<file path="config.mk">
export PLATFORM = sky130hd
export DESIGN_NAME = m_dram_arbiter
export DESIGN_NICKNAME = d
export VERILOG_FILES = /design/src/rtl/m_dram_arbiter.sv
export SDC_FILE = /design/constraint.sdc
export NUM_CORES = 1
export LEC_CHECK = 0
export CORE_UTILIZATION = 45
export CTS_CLUSTER_DIAMETER = 50
export DETAILED_ROUTE_END_ITERATION = 16
export DONT_BUFFER_PORTS = 1
export GPL_TIMING_DRIVEN = 0
export PLACE_DENSITY = 0.67
export SYNTH_ARGS = -nofsm -noshare
export SYNTH_HDL_FRONTEND = slang
export SYNTH_SLANG_ARGS = --single-unit
export TNS_END_PERCENT = 10
</file>
<file path="constraint.sdc">
create_clock -name CLK -period 4.2 [get_ports CLK]
set_input_delay 0.84 -clock CLK [delete_from_list [all_inputs] [get_ports CLK]]
set_output_delay 0.84 -clock CLK [all_outputs]
set_load 0.01 [all_outputs]
</file>
<file path="src/rtl/m_dram_arbiter.sv">
// m_dram_arbiter: buffers one DRAM request per hart and serialises them round-robin onto a
// single controller port. Define DRAM_ARB_STATS_EN to add per-hart grant/wait counters.
module m_dram_arbiter #(
  parameter int NHARTS = 2
) (
  input  logic                 CLK,
  input  logic                 RST,
  input  logic                 w_init_done,
  input  logic [32*NHARTS-1:0] w_req_addr,
  input  logic [32*NHARTS-1:0] w_req_wdata,
  input  logic [NHARTS-1:0]    w_req_we,
  input  logic [3*NHARTS-1:0]  w_req_ctrl,
  input  logic [NHARTS-1:0]    w_req_le,
  output logic [32*NHARTS-1:0] r_req_odata,
  output logic [NHARTS-1:0]    w_req_busy,
  output logic [31:0]          r_dram_addr,
  output logic [31:0]          r_dram_wdata,
  output logic                 r_dram_we,
  output logic [2:0]           r_dram_ctrl,
  output logic                 r_dram_le,
  input  logic [31:0]          w_dram_odata,
  input  logic                 w_dram_busy
`ifdef DRAM_ARB_STATS_EN
  ,
  output logic [32*NHARTS-1:0] r_grant_cnt,
  output logic [32*NHARTS-1:0] r_wait_cnt
`endif
);
  localparam int IW = (NHARTS > 1) ? $clog2(NHARTS) : 1;

  typedef enum logic [1:0] {S_IDLE, S_ISSUE, S_WAIT} state_e;

  state_e            state_q;
  logic [NHARTS-1:0] pend_q;
  logic [31:0]       addr_q  [NHARTS];
  logic [31:0]       wdata_q [NHARTS];
  logic [2:0]        ctrl_q  [NHARTS];
  logic [31:0]       odata_q [NHARTS];
  logic [NHARTS-1:0] we_q;
  logic [IW-1:0]     gnt_q;
  logic [IW-1:0]     last_q;
  logic [31:0]       dram_addr_q;
  logic [31:0]       dram_wdata_q;
  logic              dram_we_q;
  logic [2:0]        dram_ctrl_q;
  logic              dram_le_q;

  logic [IW-1:0]     sel_d;
  logic              sel_vld_d;
  logic              grant_d;
  int unsigned       idx;

  // Round-robin search starting one past the last winner, wrapping at NHARTS.
  always_comb begin
    sel_d     = last_q;
    sel_vld_d = 1'b0;
    idx       = 0;
    for (int unsigned k = 1; k <= NHARTS; k++) begin
      idx = 32'(last_q) + k;
      if (idx >= unsigned'(NHARTS)) idx = idx - unsigned'(NHARTS);
      if (!sel_vld_d && pend_q[IW'(idx)]) begin
        sel_vld_d = 1'b1;
        sel_d     = IW'(idx);
      end
    end
    grant_d = (state_q == S_IDLE) && w_init_done && sel_vld_d;
  end

  always_ff @(posedge CLK) begin
    if (RST) begin
      state_q      <= S_IDLE;
      pend_q       <= '0;
      we_q         <= '0;
      gnt_q        <= '0;
      last_q       <= IW'(NHARTS - 1);
      dram_addr_q  <= '0;
      dram_wdata_q <= '0;
      dram_we_q    <= 1'b0;
      dram_ctrl_q  <= '0;
      dram_le_q    <= 1'b0;
      for (int unsigned i = 0; i < NHARTS; i++) begin
        addr_q[IW'(i)]  <= '0;
        wdata_q[IW'(i)] <= '0;
        ctrl_q[IW'(i)]  <= '0;
        odata_q[IW'(i)] <= '0;
      end
    end else begin
      // A launch while already pending is a protocol error and is dropped.
      for (int unsigned i = 0; i < NHARTS; i++) begin
        if (w_req_le[IW'(i)] && !pend_q[IW'(i)]) begin
          addr_q[IW'(i)]  <= w_req_addr[32*i +: 32];
          wdata_q[IW'(i)] <= w_req_wdata[32*i +: 32];
          ctrl_q[IW'(i)]  <= w_req_ctrl[3*i +: 3];
          we_q[IW'(i)]    <= w_req_we[IW'(i)];
          pend_q[IW'(i)]  <= 1'b1;
        end
      end
      case (state_q)
        S_IDLE: begin
          if (grant_d) begin
            dram_addr_q  <= addr_q[sel_d];
            dram_wdata_q <= wdata_q[sel_d];
            dram_we_q    <= we_q[sel_d];
            dram_ctrl_q  <= ctrl_q[sel_d];
            dram_le_q    <= 1'b1;
            gnt_q        <= sel_d;
            last_q       <= sel_d;
            state_q      <= S_ISSUE;
          end
        end
        S_ISSUE: begin
          dram_le_q <= 1'b0;
          state_q   <= S_WAIT;
        end
        S_WAIT: begin
          if (!w_dram_busy) begin
            if (!dram_we_q) odata_q[gnt_q] <= w_dram_odata;
            pend_q[gnt_q] <= 1'b0;
            state_q       <= S_IDLE;
          end
        end
        default: state_q <= S_IDLE;
      endcase
    end
  end

  always_comb begin
    r_req_odata = '0;
    for (int unsigned i = 0; i < NHARTS; i++) r_req_odata[32*i +: 32] = odata_q[IW'(i)];
  end

  assign w_req_busy   = pend_q;
  assign r_dram_addr  = dram_addr_q;
  assign r_dram_wdata = dram_wdata_q;
  assign r_dram_we    = dram_we_q;
  assign r_dram_ctrl  = dram_ctrl_q;
  assign r_dram_le    = dram_le_q;

`ifdef DRAM_ARB_STATS_EN
  logic [31:0] gcnt_q [NHARTS];
  logic [31:0] wcnt_q [NHARTS];

  // A hart counts as granted while it owns the port or is being granted this cycle.
  always_ff @(posedge CLK) begin
    if (RST) begin
      for (int unsigned i = 0; i < NHARTS; i++) begin
        gcnt_q[IW'(i)] <= '0;
        wcnt_q[IW'(i)] <= '0;
      end
    end else begin
      for (int unsigned i = 0; i < NHARTS; i++) begin
        if (grant_d && sel_d == IW'(i)) gcnt_q[IW'(i)] <= gcnt_q[IW'(i)] + 32'd1;
        if (pend_q[IW'(i)] && !((grant_d && sel_d == IW'(i)) ||
                                (state_q != S_IDLE && gnt_q == IW'(i))))
          wcnt_q[IW'(i)] <= wcnt_q[IW'(i)] + 32'd1;
      end
    end
  end

  always_comb begin
    r_grant_cnt = '0;
    r_wait_cnt  = '0;
    for (int unsigned i = 0; i < NHARTS; i++) begin
      r_grant_cnt[32*i +: 32] = gcnt_q[IW'(i)];
      r_wait_cnt[32*i +: 32]  = wcnt_q[IW'(i)];
    end
  end
`endif

endmodule

</file>
==> flow_summary_export.csv <==
group,metric,value,unit
floorplanning,die_x,159,microns
floorplanning,fp-row-count,56,
cells_and_area,nNetsFinal,1076,
critical_path,crit_start,"RST",
place,place_hpwl,20.2,mm
place,io_buffers,0,
sta,post-route-min-period,2670,ps
critical_path,critPathLaunchType,"input port",
critical_path,r2r_slack,1710,ps
critical_path,critPathCapture,"wdata_q[0][25]",
cells_and_area,stdcell_area,12600,sq um
clocking,root_buffer,"clkbuf_16",
critical_path,crit_path_end_kind,"register",
sta,finClkSkew,10.7,ps
cells_and_area,fillers,2015,
global_routing,antenna_found_initial,9,
logic_synthesis,synth_flop_cell,"edfxtp_1",
logic_synthesis,synth.yosys.seq_area_share,67.8,%
sta,rsz0062_at_grt,"no",
logic_synthesis,ys_warn_count,0,
critical_path,rr_worst_depth,5,
sta,hold_viol,0,
cells_and_area,drive_gt1_share,10.6,%
power_and_ir_drop,power_density,528,nW/um^2
logic_synthesis,synth_common_cells,"and2_1 (198), edfxtp_1 (198), dfxtp_1 (77)",
power_and_ir_drop,ir_drop,0.311,mV
floorplanning,ios,309,
logic_synthesis,yosys.area.top_type,"edfxtp_1",
place,placed_cells,1185,
flow_run,drv_cap,0,
logic_synthesis,yosysTopAreaCellShare,53.9,%
sta,maxSlewViolCount,0,
clocking,clock_path_buffers,3,
global_routing,grt_max_degree,45,
logic_synthesis,syn_avg_cell_area,12.8,sq um
logic_synthesis,synth.area.top_cells,"edfxtp_1 (54%), dfxtp_1 (14%), and2_1 (11%)",
logic_synthesis,synthCells,864,
clocking,h-tree-depth,2,
clocking,numCtsBuffers,34,
place,dpl_cell_area,11500,sq um
place,gp_congestion,0.800,
sta,tightest_slew,808,ps
power_and_ir_drop,power.leakage,4.44,nW
place,post-place-ws,956,ps
sta,setup_slack,1530,ps
detailed_routing,totalWireLength,28.9,mm
global_routing,grt_remaining_overflow,0,
floorplanning,initial_utilization,46.5,%
logic_synthesis,synthArstFlopShare,0,%
detailed_routing,drc,0,
detailed_routing,ant_nets,0,
critical_path,path_class,"in -> reg",
cells_and_area,fin_util,53.2,%
clocking,cts_tree,"yes",
clocking,cts_num_sinks,275,
detailed_routing,firstDrtPassIters,7,
power_and_ir_drop,total_power,6.67,mW
clocking,clkLatencyLatePin,500,ps
floorplanning,fp.coreArea,23800,sq um
sta,setup_viol,0,
clocking,clk_pin_slew,60,ps
logic_synthesis,syn_nets,1038,
critical_path,reg2reg_from,"w_req_busy[0]",
cells_and_area,stdcell_count,1255,
critical_path,critPathArrivalTime,2850,ps
floorplanning,fp.dieH,159,microns
sta,max_freq,375,MHz
detailed_routing,drt-initial-drc-count,615,
global_routing,grt_pass1_vias,6983,
logic_synthesis,synth-seq-cells,275,
worst_hold_path,holdCritPathClass,"in -> reg",
logic_synthesis,synth_area,11000,sq um
floorplanning,fp.dieArea,25200,sq um
sta,max-slew-margin-rel,46.1,%
cells_and_area,syn_to_final_growth,14.6,%
critical_path,crit_fanout,39,
global_routing,grt_first_pass_wirelength,42.4,mm
critical_path,worstPathRequired,4380,ps
detailed_routing,wire_per_inst,23.0,microns
global_routing,grt_usage,23.0,%
status,outcome,"completed",
sta,period_share,63.5,%
detailed_routing,avgViaCountPerCell,5.64,
logic_synthesis,ys_types,32,
clocking,cts_setup_buffers,0,
critical_path,r2r-end,"addr_q[0][24]",
clocking,cts_hold_buf,0,
detailed_routing,via_count,7072,
logic_synthesis,synth_edf_count,198,
clocking,cts_resized,0,
logic make-up after synthesis:
logic type             after synthesis  share of synthesized area (%)
muxes                                2                          0.181
AOI/OAI and AO/OA                  213                           12.8
buffers and inverters               86                           3.37
DFF                                275                           67.8
and+or+nand+nor                    288                           15.8
stage by stage:
stage	setup TNS (ps)	hold slack [ps]
after floorplan	0	457
after global placement	-79740	495
after detailed placement	0	510
after CTS	0	484
after global routing	0	510
final	0	493
cell usage in the layout (no fill, tap or decap), drive strengths merged, types with 3 or more instances in the layout:
cell type  count
and2         199
edfxtp       198
clkbuf       103
dfxtp         77
a21oi         72
o21ai         69
nand3         68
a311oi        68
buf           29
diode          8
clkinv         8
inv            7
nand2b         5
or2            3
cell type report:
cell class / instances / area [sq um] / share of cell area [%]
antenna: 8 / 20.0 / 0.158
buffer: 83 / 360 / 2.85
clock buffer: 47 / 983 / 7.78
clock inverter: 15 / 145 / 1.15
inverter: 3 / 11.3 / 0.0890
multi-input combinational: 503 / 3190 / 25.2
sequential: 275 / 7490 / 59.2
tap: 319 / 399 / 3.16
timing repair buffer: 2 / 47.5 / 0.376
sequential cells by signal (all words and copies together) (netlist names):
| name | cells |
|---|---|
| r_dram_le | 1 |
| gnt_q | 1 |
| odata_q | 64 |
| last_q | 1 |
| r_dram_ctrl | 3 |
| w_req_busy | 2 |
| addr_q | 64 |
| r_dram_addr | 32 |
| r_dram_wdata | 32 |
| r_dram_we | 1 |
| ctrl_q | 6 |
| we_q | 2 |
| state_q | 2 |
| wdata_q | 64 |
metal layers:
metal	track usage, %	vias up	routed length [microns]	share of wire, %
li1	-	3285	-	-
met5	0	-	12	0.042
met2	39.0	336	14500	50
met3	8.19	42	2960	10
met1	27.0	3407	10900	38
met4	7.33	2	505	1.7
power by group:
part / leakage [nW] / switching [mW] / internal [mW] / total (mW)
clock network: 0.554 / 1.12 / 1.78 / 2.90
logic: 1.15 / 0.329 / 0.167 / 0.496
registers: 2.74 / 0.150 / 3.13 / 3.28
critical path, cell delays in order:
cell      delay [ps]
buf_2            200
clkbuf_1         640
inv_1            360
nand2_4          460
buf_12           300
worst min-delay path by stage:
stage / endpoint / from / slack, ps / cells past startpoint
after floorplan: we_q[1] / we_q[1] / 460 / 2
after global placement: state_q[1] / state_q[1] / 500 / 2
after detailed placement: state_q[1] / state_q[1] / 510 / 2
after CTS: we_q[0] / w_req_we[0] / 480 / 2
after global routing: we_q[0] / w_req_we[0] / 510 / 2
final: we_q[0] / w_req_we[0] / 490 / 2
Note: power is estimated with default switching activity, not from simulation.
